`config.mk`:
```
export PLATFORM = sky130hd
export DESIGN_NAME = dmem_arbiter
export DESIGN_NICKNAME = d
export VERILOG_FILES = /design/src/rtl/dmem_arb_pkg.sv /design/src/rtl/dmem_arb_fsm.sv /design/src/rtl/dmem_arbiter.sv
export SDC_FILE = /design/constraint.sdc
export NUM_CORES = 1
export LEC_CHECK = 0
export BUFFER_PORTS_ARGS = -buffer_cell sky130_fd_sc_hd__buf_4
export CORE_AREA = 2 2 116 118
export DETAILED_ROUTE_END_ITERATION = 6
export DIE_AREA = 0 0 118 120
export GPL_TIMING_DRIVEN = 0
export SYNTH_ARGS = -nofsm -noshare
export SYNTH_HDL_FRONTEND = slang
export SYNTH_HIERARCHICAL = 1
export SYNTH_SLANG_ARGS = --single-unit
```
`constraint.sdc`:
```
create_clock -name clk -period 1.5 [get_ports clk]
set_input_delay 0.3 -clock clk [delete_from_list [all_inputs] [get_ports clk]]
set_output_delay 0.3 -clock clk [all_outputs]
set_load 0.02 [all_outputs]
```
`src/rtl/dmem_arb_pkg.sv`:
```
// rtl/dmem_arb_pkg.sv - owner encoding and address range helper for the data memory arbiter
package dmem_arb_pkg;

  localparam logic [1:0] OWN_NONE = 2'b00;
  localparam logic [1:0] OWN_M0   = 2'b01;
  localparam logic [1:0] OWN_M1   = 2'b10;

  // A byte address is in range when every bit above the word index is zero; addr[1:0] is ignored.
  function automatic logic in_range(input logic [31:0] addr, input int addr_w);
    logic [31:0] hi;
    hi = addr >> (addr_w + 2);
    return (hi == 32'd0);
  endfunction

endpackage

```
`src/rtl/dmem_arb_fsm.sv`:
```
// rtl/dmem_arb_fsm.sv - grant owner FSM: round-robin with bounded hold under contention
module dmem_arb_fsm
  import dmem_arb_pkg::*;
#(
  parameter int MAX_HOLD = 4
) (
  input  logic       clk,
  input  logic       reset,
  input  logic       m0_req,
  input  logic       m1_req,
  output logic [1:0] owner
);

  localparam int HOLD_W = (MAX_HOLD > 1) ? $clog2(MAX_HOLD) : 1;
  localparam logic [HOLD_W-1:0] HOLD_TOP = HOLD_W'(MAX_HOLD - 1);

  // last: 0 = M0 owned most recently, 1 = M1; resets to M1 so M0 wins the first tie
  logic              last;
  logic [HOLD_W-1:0] hold_cnt;

  logic [1:0]        owner_nx;
  logic              last_nx;
  logic [HOLD_W-1:0] hold_nx;
  logic              own_is_m1;
  logic              own_req;
  logic              oth_req;

  always_comb begin
    owner_nx  = owner;
    last_nx   = last;
    hold_nx   = hold_cnt;
    own_is_m1 = (owner == OWN_M1);
    own_req   = own_is_m1 ? m1_req : m0_req;
    oth_req   = own_is_m1 ? m0_req : m1_req;

    case (owner)
      OWN_NONE: begin
        hold_nx = '0;
        if (m0_req && m1_req) begin
          owner_nx = last ? OWN_M0 : OWN_M1;
        end else if (m0_req) begin
          owner_nx = OWN_M0;
        end else if (m1_req) begin
          owner_nx = OWN_M1;
        end
      end
      OWN_M0, OWN_M1: begin
        // While the owner requests it is granted, so every cycle here is an accept.
        if (own_req && (!oth_req || (hold_cnt < HOLD_TOP))) begin
          if (hold_cnt != HOLD_TOP) begin
            hold_nx = hold_cnt + HOLD_W'(1);
          end
        end else begin
          last_nx  = own_is_m1;
          hold_nx  = '0;
          owner_nx = oth_req ? (own_is_m1 ? OWN_M0 : OWN_M1) : OWN_NONE;
        end
      end
      default: begin
        owner_nx = OWN_NONE;
        hold_nx  = '0;
      end
    endcase
  end

  always_ff @(posedge clk) begin
    if (!reset) begin
      owner    <= OWN_NONE;
      last     <= 1'b1;
      hold_cnt <= '0;
    end else begin
      owner    <= owner_nx;
      last     <= last_nx;
      hold_cnt <= hold_nx;
    end
  end

endmodule

```
`src/rtl/dmem_arbiter.sv`:
```
// rtl/dmem_arbiter.sv - shares the single-port data memory between the load/store and loader ports
module dmem_arbiter
  import dmem_arb_pkg::*;
#(
  parameter int ADDR_W   = 6,
  parameter int MAX_HOLD = 4
) (
  input  logic        clk,
  input  logic        reset,
  input  logic        m0_req,
  input  logic        m0_we,
  input  logic [31:0] m0_addr,
  input  logic [31:0] m0_wdata,
  output logic        m0_gnt,
  output logic [31:0] m0_rdata,
  output logic        m0_rvalid,
  output logic        m0_err,
  input  logic        m1_req,
  input  logic        m1_we,
  input  logic [31:0] m1_addr,
  input  logic [31:0] m1_wdata,
  output logic        m1_gnt,
  output logic [31:0] m1_rdata,
  output logic        m1_rvalid,
  output logic        m1_err,
  output logic        mem_we,
  output logic [31:0] mem_addr,
  output logic [31:0] mem_wd,
  input  logic [31:0] mem_rd
);

  logic [1:0] owner;
  logic       sel_m1;
  logic       own_req;
  logic       own_we;
  logic       addr_ok;
  logic       m0_acc;
  logic       m1_acc;

  dmem_arb_fsm #(
    .MAX_HOLD (MAX_HOLD)
  ) u_fsm (
    .clk    (clk),
    .reset  (reset),
    .m0_req (m0_req),
    .m1_req (m1_req),
    .owner  (owner)
  );

  assign m0_gnt = (owner == OWN_M0);
  assign m1_gnt = (owner == OWN_M1);
  assign sel_m1 = m1_gnt;

  assign m0_acc  = m0_gnt & m0_req;
  assign m1_acc  = m1_gnt & m1_req;
  assign own_req = m0_acc | m1_acc;

  // With no owner the port still follows M0; mem_we is what keeps the memory safe.
  assign own_we   = sel_m1 ? m1_we    : m0_we;
  assign mem_addr = sel_m1 ? m1_addr  : m0_addr;
  assign mem_wd   = sel_m1 ? m1_wdata : m0_wdata;
  assign addr_ok  = in_range(mem_addr, ADDR_W);
  assign mem_we   = reset & own_req & own_we & addr_ok;

  always_ff @(posedge clk) begin
    if (!reset) begin
      m0_rvalid <= 1'b0;
      m0_err    <= 1'b0;
      m0_rdata  <= '0;
      m1_rvalid <= 1'b0;
      m1_err    <= 1'b0;
      m1_rdata  <= '0;
    end else begin
      m0_rvalid <= m0_acc;
      m0_err    <= m0_acc & ~addr_ok;
      m1_rvalid <= m1_acc;
      m1_err    <= m1_acc & ~addr_ok;
      // Writes leave rdata untouched; out-of-range reads return zero.
      if (m0_acc && !m0_we) begin
        m0_rdata <= addr_ok ? mem_rd : '0;
      end
      if (m1_acc && !m1_we) begin
        m1_rdata <= addr_ok ? mem_rd : '0;
      end
    end
  end

endmodule

```
# After elaboration in Yosys (flattened, before gate mapping)
# Cells that the tools add are included.
word_totals:
  ff_bits: 73
  input_bits: 166
  output_inout_bits: 135
  word_cells: 54
classes:
  add_sub_neg: 1
  magnitude_cmp: 1
  eq_ne: 5
  n_mux: 14
  bitwise_logic: 10
  reduce_logical: 14
op_table:
  columns: ["cell", "n"]
  rows:
  - ["32-bit two-way mux", 3]
  - ["32-bit logical NOT", 1]
  - ["2-bit two-way mux", 7]
  - ["1-bit bitwise AND", 7]
  - ["1-bit logical AND", 4]
  - ["2-bit != test, second input constant", 2]
  - ["4-bit by 3-bit != test with 1-bit output, second input constant", 1]
  - ["2-bit one-hot mux with 2 select lines", 1]
  - ["2-bit AND reduction", 2]
  - ["1-bit logical NOT", 3]
  - ["1-bit two-way mux", 3]
  - ["3-bit AND reduction", 1]
  - ["2-bit by 1-bit adder with 2-bit output, second input constant", 1]
  - ["2-bit by 1-bit == test with 1-bit output, second input constant", 1]
  - ["2-bit == test, second input constant", 1]
  - ["2-bit logical NOT", 1]
  - ["2-bit less-than comparator, second input constant", 1]
  - ["1-bit inverter", 2]
  - ["2-bit OR reduction", 1]
  - ["1-bit logical OR", 1]
  - ["1-bit bitwise OR", 1]

# Longest topological paths before layout
# Gate-level depths: netlist of run 1.
depth:
  ltp_word: 7
  depth_mapped: 6
  mapped_depth_nobuf: 6

# By module
# Netlist of run 1, hierarchy kept.
modules_own_cells:
  columns: ["mod", "instances", "cells_each", "area_per_inst_um2", "seq_area_each_um2"]
  rows:
  - ["dmem_arbiter", 1, 385, 3059.2, 1361.3]
  - ["dmem_arb_fsm", 1, 40, 361.6, 100.1]

# Worst setup path before layout of run 1
# OpenSTA, ideal clock, no wires.
synth_path:
  path_kind: "reg-to-output"
  startpoint: "reg u_fsm.owner[0]"
  endpoint: "out mem_we"
  t_arrival_ps: 1441
  required_ps: 1200
  path_slack_ps: -241
  path_stages_with_launch: 6
  n_path_buf: 0
  path_cell_list: "dfxtp_1 nor2b_1 nand3_1 inv_1 a22o_1 o21a_1"
synth_between:
  elab_chain_cells: 6
  word_cells_on_any_way: 11
  classes_between: "eq/ne: 2; mux: 2; bitwise: 6; reduce/logical: 1"
synth_lines:
  columns: ["item", "line", "source"]
  rows:
  - ["from (decl)", "dmem_arb_fsm.sv:11", "output logic [1:0] owner"]
  - ["from (signal assigned)", "dmem_arb_fsm.sv:72", "owner <= owner_nx;"]
  - ["2-bit by 1-bit == test with 1-bit output", "dmem_arbiter.sv:50", "assign m0_gnt = (owner == OWN_M0);"]
  - ["net m0_gnt", "dmem_arbiter.sv:14", "output logic m0_gnt,"]
  - ["1-bit bitwise AND", "dmem_arbiter.sv:54", "assign m0_acc = m0_gnt & m0_req;"]
  - ["1-bit bitwise OR", "dmem_arbiter.sv:56", "assign own_req = m0_acc | m1_acc;"]
  - ["1-bit bitwise AND (3 in series)", "dmem_arbiter.sv:63", "assign mem_we = reset & own_req & own_we & addr_ok;"]
  - ["to (decl)", "dmem_arbiter.sv:26", "output logic mem_we,"]
# The timed path passes the listed nets, and every way through them passes these cells.

# Final worst setup path of run 1
layout_path:
  startpoint: "in m1_addr[9]"
  endpoint: "out mem_we"
layout_between:
  elab_chain_cells: 3
layout_lines:
  columns: ["item", "line", "source"]
  rows:
  - ["from (decl)", "dmem_arbiter.sv:20", "input logic [31:0] m1_addr,"]
  - ["32-bit two-way mux", "dmem_arbiter.sv:60", "assign mem_addr = sel_m1 ? m1_addr : m0_addr;"]
  - ["32-bit logical NOT", "dmem_arb_pkg.sv:12", "return (hi == 32'd0);"]
  - ["1-bit bitwise AND", "dmem_arbiter.sv:63", null]
# No other way between the ends.

==> impl_metrics.yaml, run 1 <==
die:
  ios: 301
  fp-row-count: 42
  dieWidth_um: 118
  initial_utilization: 0.264
  core-area_sq_um: 13000
  die-area_sq_um: 14200
  die_h_um: 120
timing:
  tns_ns: -25.62
  relSlewSlack: 0.645
  finalMaxSlewViolations: 0
  post-route-period-util: 1.22
  worstMarginPinSlew_ns: 0.533
  rsz0062_at_grt: "true"
  setup_violations: 134
  period_needed_ns: 1.83
  finClkSkew_ns: 0.00623
  hold_violations: 0
  fmax_ghz: 0.547
  fin_ws_ns: -0.328
power:
  power.switching_mw: 4.04
  pwr-share-seq: 0.198
  power.internal_mw: 6.37
  p_comb_frac: 0.581
  clockPowerShare: 0.220
  p_leak_nw: 3.74
  peakVddDrop_v: 0.000917
  sw_frac_of_total: 0.388
  power_density_nw_per_um2: 1400
global_routing:
  grt_max_degree: 14
  antenna_found_initial: 0
  grtUsageTotal: 0.247
  first_global_vias: 4721
  grt-ovfl-total: 0
  grt_pass1_wl_um: 27200
layout:
  final_area_sq_um: 7410
  area_growth_pct: 117
  layout_commonest_cell: "buf_4"
  layout-drive-gt1-share: 0.571
  fillers: 1171
  diodes: 0
  mostFrequentLayoutCells: "buf_4 (250), nand2_1 (159), buf_6 (74)"
  utilization: 0.571
  fin_nets: 940
worst_setup_path:
  critical_path_class: "primary input to output pin"
  path_common_cell: "buf_6"
  crit_chain: "buf_6, nor4_4, nand4_1, nor3_2, o21a_1, buf_6"
  critical_path.slowest_cell: "nor4_4"
  cp-end-kind: "output pin"
  critPathMaxStageDelay_ns: 0.33
  crit_required_ns: 1.20
  cp-start-kind: "primary input"
  critPathMaxFanout: 2
  arrival_ns: 1.53
route:
  routed-wl-met3_um: 1500
  wire_per_inst_um: 18.7
  drc: 0
  vias_per_cell: 4.67
  first_iter_violations: 238
  vias: 4436
  met2WireLength_um: 8900
  postRouteAntennaNets: 0
  drt-met1-wl_um: 6930
  highest_layer: "met4"
  first_pass_iters: 4
  wirelength_um: 17800
place:
  dp_hpwl_um: 13600
  placed_area_sq_um: 5940
  gp_congestion: 0.997
  io_buffers: 300
cts:
  htreeDepth: 3
  clock_sinks: 73
  cts_root_buffer: "clkbuf_16"
  cts_max_path_buffers: 2
  cts-buffers-inserted: 9
  clock_latency_ns: 0.33
  clkTransAtPathRegs_ns: 0.06
  cts_tree: "yes"
min_path:
  holdCritPathClass: "primary input to register"
status:
  violations: "setup timing"
  status: "complete, but fails checks"
logic_synthesis:
  synth_seq_area_share: 0.427
  postSynthCellCount: 425
  avgSynthCellArea_sq_um: 8.05
  synth_top_area_frac: 0.427
  yosysTopAreaCell: "dfxtp_1"
  synth_seq_cells: 73
  syn_nets: 596
  synth_area_sq_um: 3420
  synth_cell_types: 31
  synth.area.top_cells: "dfxtp_1 (43%), nand2_1 (22%), a22o_1 (17%)"
  ys_warn_count: 6
run:
  maxCapViolCount: 0
-- sequential cells by signal, summed over array words and instances (netlist names) --
signal          count
u_fsm/last          1
u_fsm/owner         2
u_fsm/hold_cnt      2
m1_err              1
m0_err              1
m1_rdata           32
m1_rvalid           1
m0_rdata           32
m0_rvalid           1
-- layer usage --
layer	global-route usage	vias to the layer above
met5	0	-
met4	0.0738	0
met3	0.0798	24
li1	-	2141
met2	0.439	213
met1	0.281	2058
-- cell usage after synthesis --
library cell and n:
a211oi_1 1, nor4_1 5, nand2_1 200, o32ai_1 1, a31oi_1 1, clkbuf_1 18
nor4_2 7, nand2b_1 4, buf_6 6, nor3_1 3, o21ai_1 1, ha_1 5
mux2i_1 2, dfxtp_1 73, o21ai_0 1, inv_1 7, nand3_1 3, a32oi_1 1
mux2_4 1, nor4_4 2, o21a_1 3, nor2b_1 1, a21oi_1 2, a2111o_1 1
buf_1 2, a22o_1 65, nor2_1 4, xor2_1 1, o311ai_0 1, a211oi_4 1
nand4_1 2
-- kinds of logic (layout without fill, tap and decap cells) --
group / count (synthesis) / in the layout / synth area share
simple gates: 231 / 231 / 0.293
compound gates: 79 / 79 / 0.200
flops: 73 / 73 / 0.427
buf+inv: 33 / 382 / 0.0494
fa+ha+maj: 5 / 5 / 0.0183
mux: 3 / 3 / 0.0102
xor+xnor: 1 / 1 / 0.00256
-- worst paths after layout --
path / cells after the start / to / slack, ns / from
setup reg to reg: 7 / u_fsm/owner[0]$_SDFFE_PN0P_ / -0.23 / u_fsm/owner[0]$_SDFFE_PN0P_
hold / removal: 2 / m0_rdata[22]$_SDFFE_PN0P_ / 0.19 / mem_rd[22]
setup / recovery: 6 / mem_we / -0.33 / m1_addr[9]
hold reg to reg: 1 / m0_rdata[12]$_SDFFE_PN0P_ / 0.48 / m0_rdata[12]$_SDFFE_PN0P_
-- cell type report --
| type | count | area, sq um | area share |
|---|---|---|---|
| flip-flops and latches | 73 | 1470 | 0.198 |
| well taps | 176 | 220 | 0.0297 |
| repair buffers | 335 | 2960 | 0.400 |
| clock inverters | 6 | 90.1 | 0.0122 |
| plain buffers | 24 | 367 | 0.0495 |
| inverters | 7 | 28.8 | 0.00388 |
| clock buffers | 10 | 229 | 0.0309 |
| multi-input cells | 319 | 2050 | 0.276 |
-- worst max-delay path: cells and delay by family --
kind,cells,cell delay [ns]
buffers and inverters,2,0.23
AND/OR/NAND/NOR,3,0.84
AO/OA/AOI/OAI,1,0.16
-- power by group through the flow --
stage                     combinational (mW)  sequential (mW)  clock, mW
after floorplan                         2.32             2.10          0
after global placement                  4.36             2.09          0
after detailed placement                4.38             2.10          0
after CTS                               5.83             2.06       2.33
after global routing                    6.38             2.07       2.44
final                                   6.05             2.06       2.29
-- timing repair --
action,4_1_cts,5_1_grt
setup buffers,23,6
hold buffers,0,0
pin swaps,25,18
endpoints found under the setup margin,135,135
gates cloned,9,2
gates resized for setup,175,25
hold endpoints to repair,0,0
-- per-stage QoR --
| stage | instances | power [mW] | setup slack, ns | hold slack, ns |
|---|---|---|---|---|
| 5_1_grt | 950 | 10.9 | -0.406 | 0.175 |
| 4_1_cts | 948 | 10.2 | -0.331 | 0.176 |
| 3_3_place_gp | 901 | 6.45 | -0.609 | 0.464 |
| 2_1_floorplan | 425 | 4.42 | -0.0150 | 0.391 |
| 3_5_place_dp | 901 | 6.48 | -0.629 | 0.466 |
| 6_report | 950 | 10.4 | -0.328 | 0.187 |
(Power assumes the default switching activity.)
==> inputs of run 2 (changes only) <==
ABC_AREA = 1   (was not set)
CORE_AREA = 2 2 117 119   (was 2 2 116 118)
CTS_CLUSTER_SIZE = 14   (was not set)
DIE_AREA = 0 0 119 121   (was 0 0 118 120)
PLACE_DENSITY = 0.66   (was not set)
==> impl_metrics.yaml, run 2 <==
status:
  status: "complete, but fails checks"
  violations: "setup timing"
global_routing:
  grt_pass1_wl_um: 24500
  grt-ovfl-total: 0
  first_global_vias: 4859
  grtUsageTotal: 0.213
  grt_max_degree: 14
  antenna_found_initial: 0
power:
  pwr-share-seq: 0.221
  peakVddDrop_v: 0.000789
  power.internal_mw: 6.49
  p_comb_frac: 0.535
  power.switching_mw: 4.31
  power_density_nw_per_um2: 1480
  p_leak_nw: 3.74
  clockPowerShare: 0.244
  sw_frac_of_total: 0.399
min_path:
  worstHoldStart: "reset"
  holdCritPathClass: "primary input to register"
route:
  wirelength_um: 15900
  vias_per_cell: 4.58
  first_pass_iters: 5
  drc: 0
  wire_per_inst_um: 14.4
  postRouteAntennaNets: 0
  vias: 5055
  first_iter_violations: 407
layout:
  mostFrequentLayoutCells: "buf_4 (302), nand2_1 (197), dfxtp_1 (71)"
  finalNonFillerCells: 1104
  reg_top3: "m0_rdata x32, m1_rdata x32"
  layout-drive-gt1-share: 0.489
  fin_nets: 1094
  final_area_sq_um: 7320
  area_growth_pct: 84.0
  layout_commonest_cell: "buf_4"
  diodes: 0
worst_setup_path:
  endpoint: "mem_we"
  arrival_ns: 1.85
  reg2reg_from: "u_fsm/owner[0]$_SDFFE_PN0P_"
  regToRegSetupSlack_ns: -0.43
  critical_path_class: "register to output pin"
  r2r_cells: 14
  critical_path.slowest_cell: "dfxtp_4"
  cp-end-kind: "output pin"
  cp_top_family: "simple AND/OR/NAND/NOR gates"
  crit_start: "u_fsm/owner[0]$_SDFFE_PN0P_"
  cp-start-kind: "register"
  critPathMaxFanout: 5
  path_common_cell: "nand2_1"
  crit_chain: "inv_4, nand2_4, buf_6, nand2_1, o21ai_2, nand2_1, nor2_1, nand2_1, nor2_4, nand2_2, nor2_4, buf_6"
  critPathMaxStageDelay_ns: 0.37
  cp.depth: 12
  crit_required_ns: 1.20
  worst-path-buf-inv: 3
  timing.rr.end: "m1_rdata[7]$_SDFFE_PN0P_"
timing:
  hold_violations: 0
  rsz0062_at_grt: "true"
  post-route-period-util: 1.44
  setup_violations: 132
  finClkSkew_ns: 0.00762
  tns_ns: -40.15
  fmax_ghz: 0.464
  finalMaxSlewViolations: 0
  relSlewSlack: 0.679
  worst_hold_slack_ns: 0.233
  worstMarginPinSlew_ns: 0.481
  period_needed_ns: 2.15
  fin_ws_ns: -0.655
cts:
  clock_sinks: 73
  htreeDepth: 3
  hold_buffers: 0
  cts_tree: "yes"
  cts_max_path_buffers: 2
  cts_root_buffer: "clkbuf_16"
  cts-buffers-inserted: 9
  clkTransAtPathRegs_ns: 0.05
  clock_latency_ns: 0.33
die:
  core-area_sq_um: 13100
  fp-row-count: 42
  initial_utilization: 0.304
  ios: 301
  dieWidth_um: 119
  die_h_um: 121
  die-area_sq_um: 14400
logic_synthesis:
  avgSynthCellArea_sq_um: 6.67
  synthTopCellsByCount: "nand2_1 (217), dfxtp_1 (73), a21oi_1 (66)"
  synth_top_area_frac: 0.368
  synthFlopType: "dfxtp_1"
  yosysMostFrequentCell: "nand2_1"
  yosysTopAreaCell: "dfxtp_1"
  synth_area_sq_um: 3980
  postSynthCellCount: 596
  synth_edf_count: 0
  synth_cell_types: 26
  ys_warn_count: 6
  synth_seq_area_share: 0.368
  synth_seq_cells: 73
  syn_nets: 767
  async_reset_ff_frac: 0
  synth.area.top_cells: "dfxtp_1 (37%), nand2_1 (20%), a21oi_1 (8.3%)"
place:
  io_buffers: 300
  gp_congestion: 0.849
  placed_area_sq_um: 6520
  dp_hpwl_um: 12400
  place_inst: 1072
run:
  maxCapViolCount: 0
-- run 2: cell count changes in the layout (fill, tap and decap cells not counted), sizes merged, moves of 3 or more --
cell	delta
a21oi	+64
a22o	-65
buf	-7
clkbuf	+4
inv	+45
nand2	+18
nand2b	-4
nand3	+36
nand3b	+7
nor2	+20
nor4	-14
o21a	-3
o21ai	+65
-- run 2: layout make-up --
type                    count  area, sq um
flip-flops and latches     73         1470
well taps                 176          220
inverters                  51          194
clock inverters             6          138
multi-input cells         432         2270
fillers                  1259         5770
clock buffers              10          229
plain buffers              40          348
repair buffers            316         2440
-- run 2: worst min-delay path by stage --
stage	end	slack (ns)	cells after the start
3_3_place_gp	u_fsm/last$_SDFFE_PN1P_	0.48	2
2_1_floorplan	u_fsm/last$_SDFFE_PN1P_	0.40	1
5_1_grt	u_fsm/last$_SDFFE_PN1P_	0.24	2
6_report	u_fsm/last$_SDFFE_PN1P_	0.23	2
4_1_cts	u_fsm/last$_SDFFE_PN1P_	0.23	2
3_5_place_dp	u_fsm/last$_SDFFE_PN1P_	0.47	2
-- run 2: cells by family (layout without fill, tap and decap cells) --
logic type      after synthesis  in the layout  share of synthesized area
flops                        73             73                      0.368
simple gates                291            291                      0.341
xor+xnor                      1              1                    0.00220
mux                           1              1                    0.00252
buf+inv                      91            423                      0.101
fa+ha+maj                     5              5                     0.0157
compound gates              134            134                      0.170
-- run 2: worst reg2reg max path: cells and delay by family (launching register included) --
family	cells	cell delay, ns
AND/OR/NAND/NOR	7	0.67
AO/OA/AOI/OAI	2	0.21
flip-flops	1	0.37
buffers and inverters	5	0.59
-- run 2: through the flow --
stage | total power, mW | setup slack, ns | util
floorplan | 5.33 | -0.195 | -
global placement | 7.55 | -0.591 | 0.498
detailed placement | 7.57 | -0.570 | 0.498
CTS | 10.7 | -0.634 | 0.548
global route | 11.4 | -0.770 | 0.559
finish | 10.8 | -0.655 | 0.559
-- run 2: timing repair --
item,4_1_cts,5_1_grt
pin swaps,15,3
cloned,2,0
setup endpoints to repair,133,136
gates resized for setup,62,42
setup buffers,13,1
-- run 2: metal layers --
metal	wire length, um	GRT usage
met2	7750	0.361
met4	308	0.0707
met1	6770	0.269
met5	0	0
met3	1110	0.0456
-- run 2: power by group through the flow --
stage               clock [mW]  combinational [mW]  sequential, mW
finish                    2.64                5.78            2.38
CTS                       2.67                5.68            2.37
global placement             0                5.14            2.42
global route              2.76                6.24            2.41
detailed placement           0                5.15            2.42
floorplan                    0                2.68            2.65
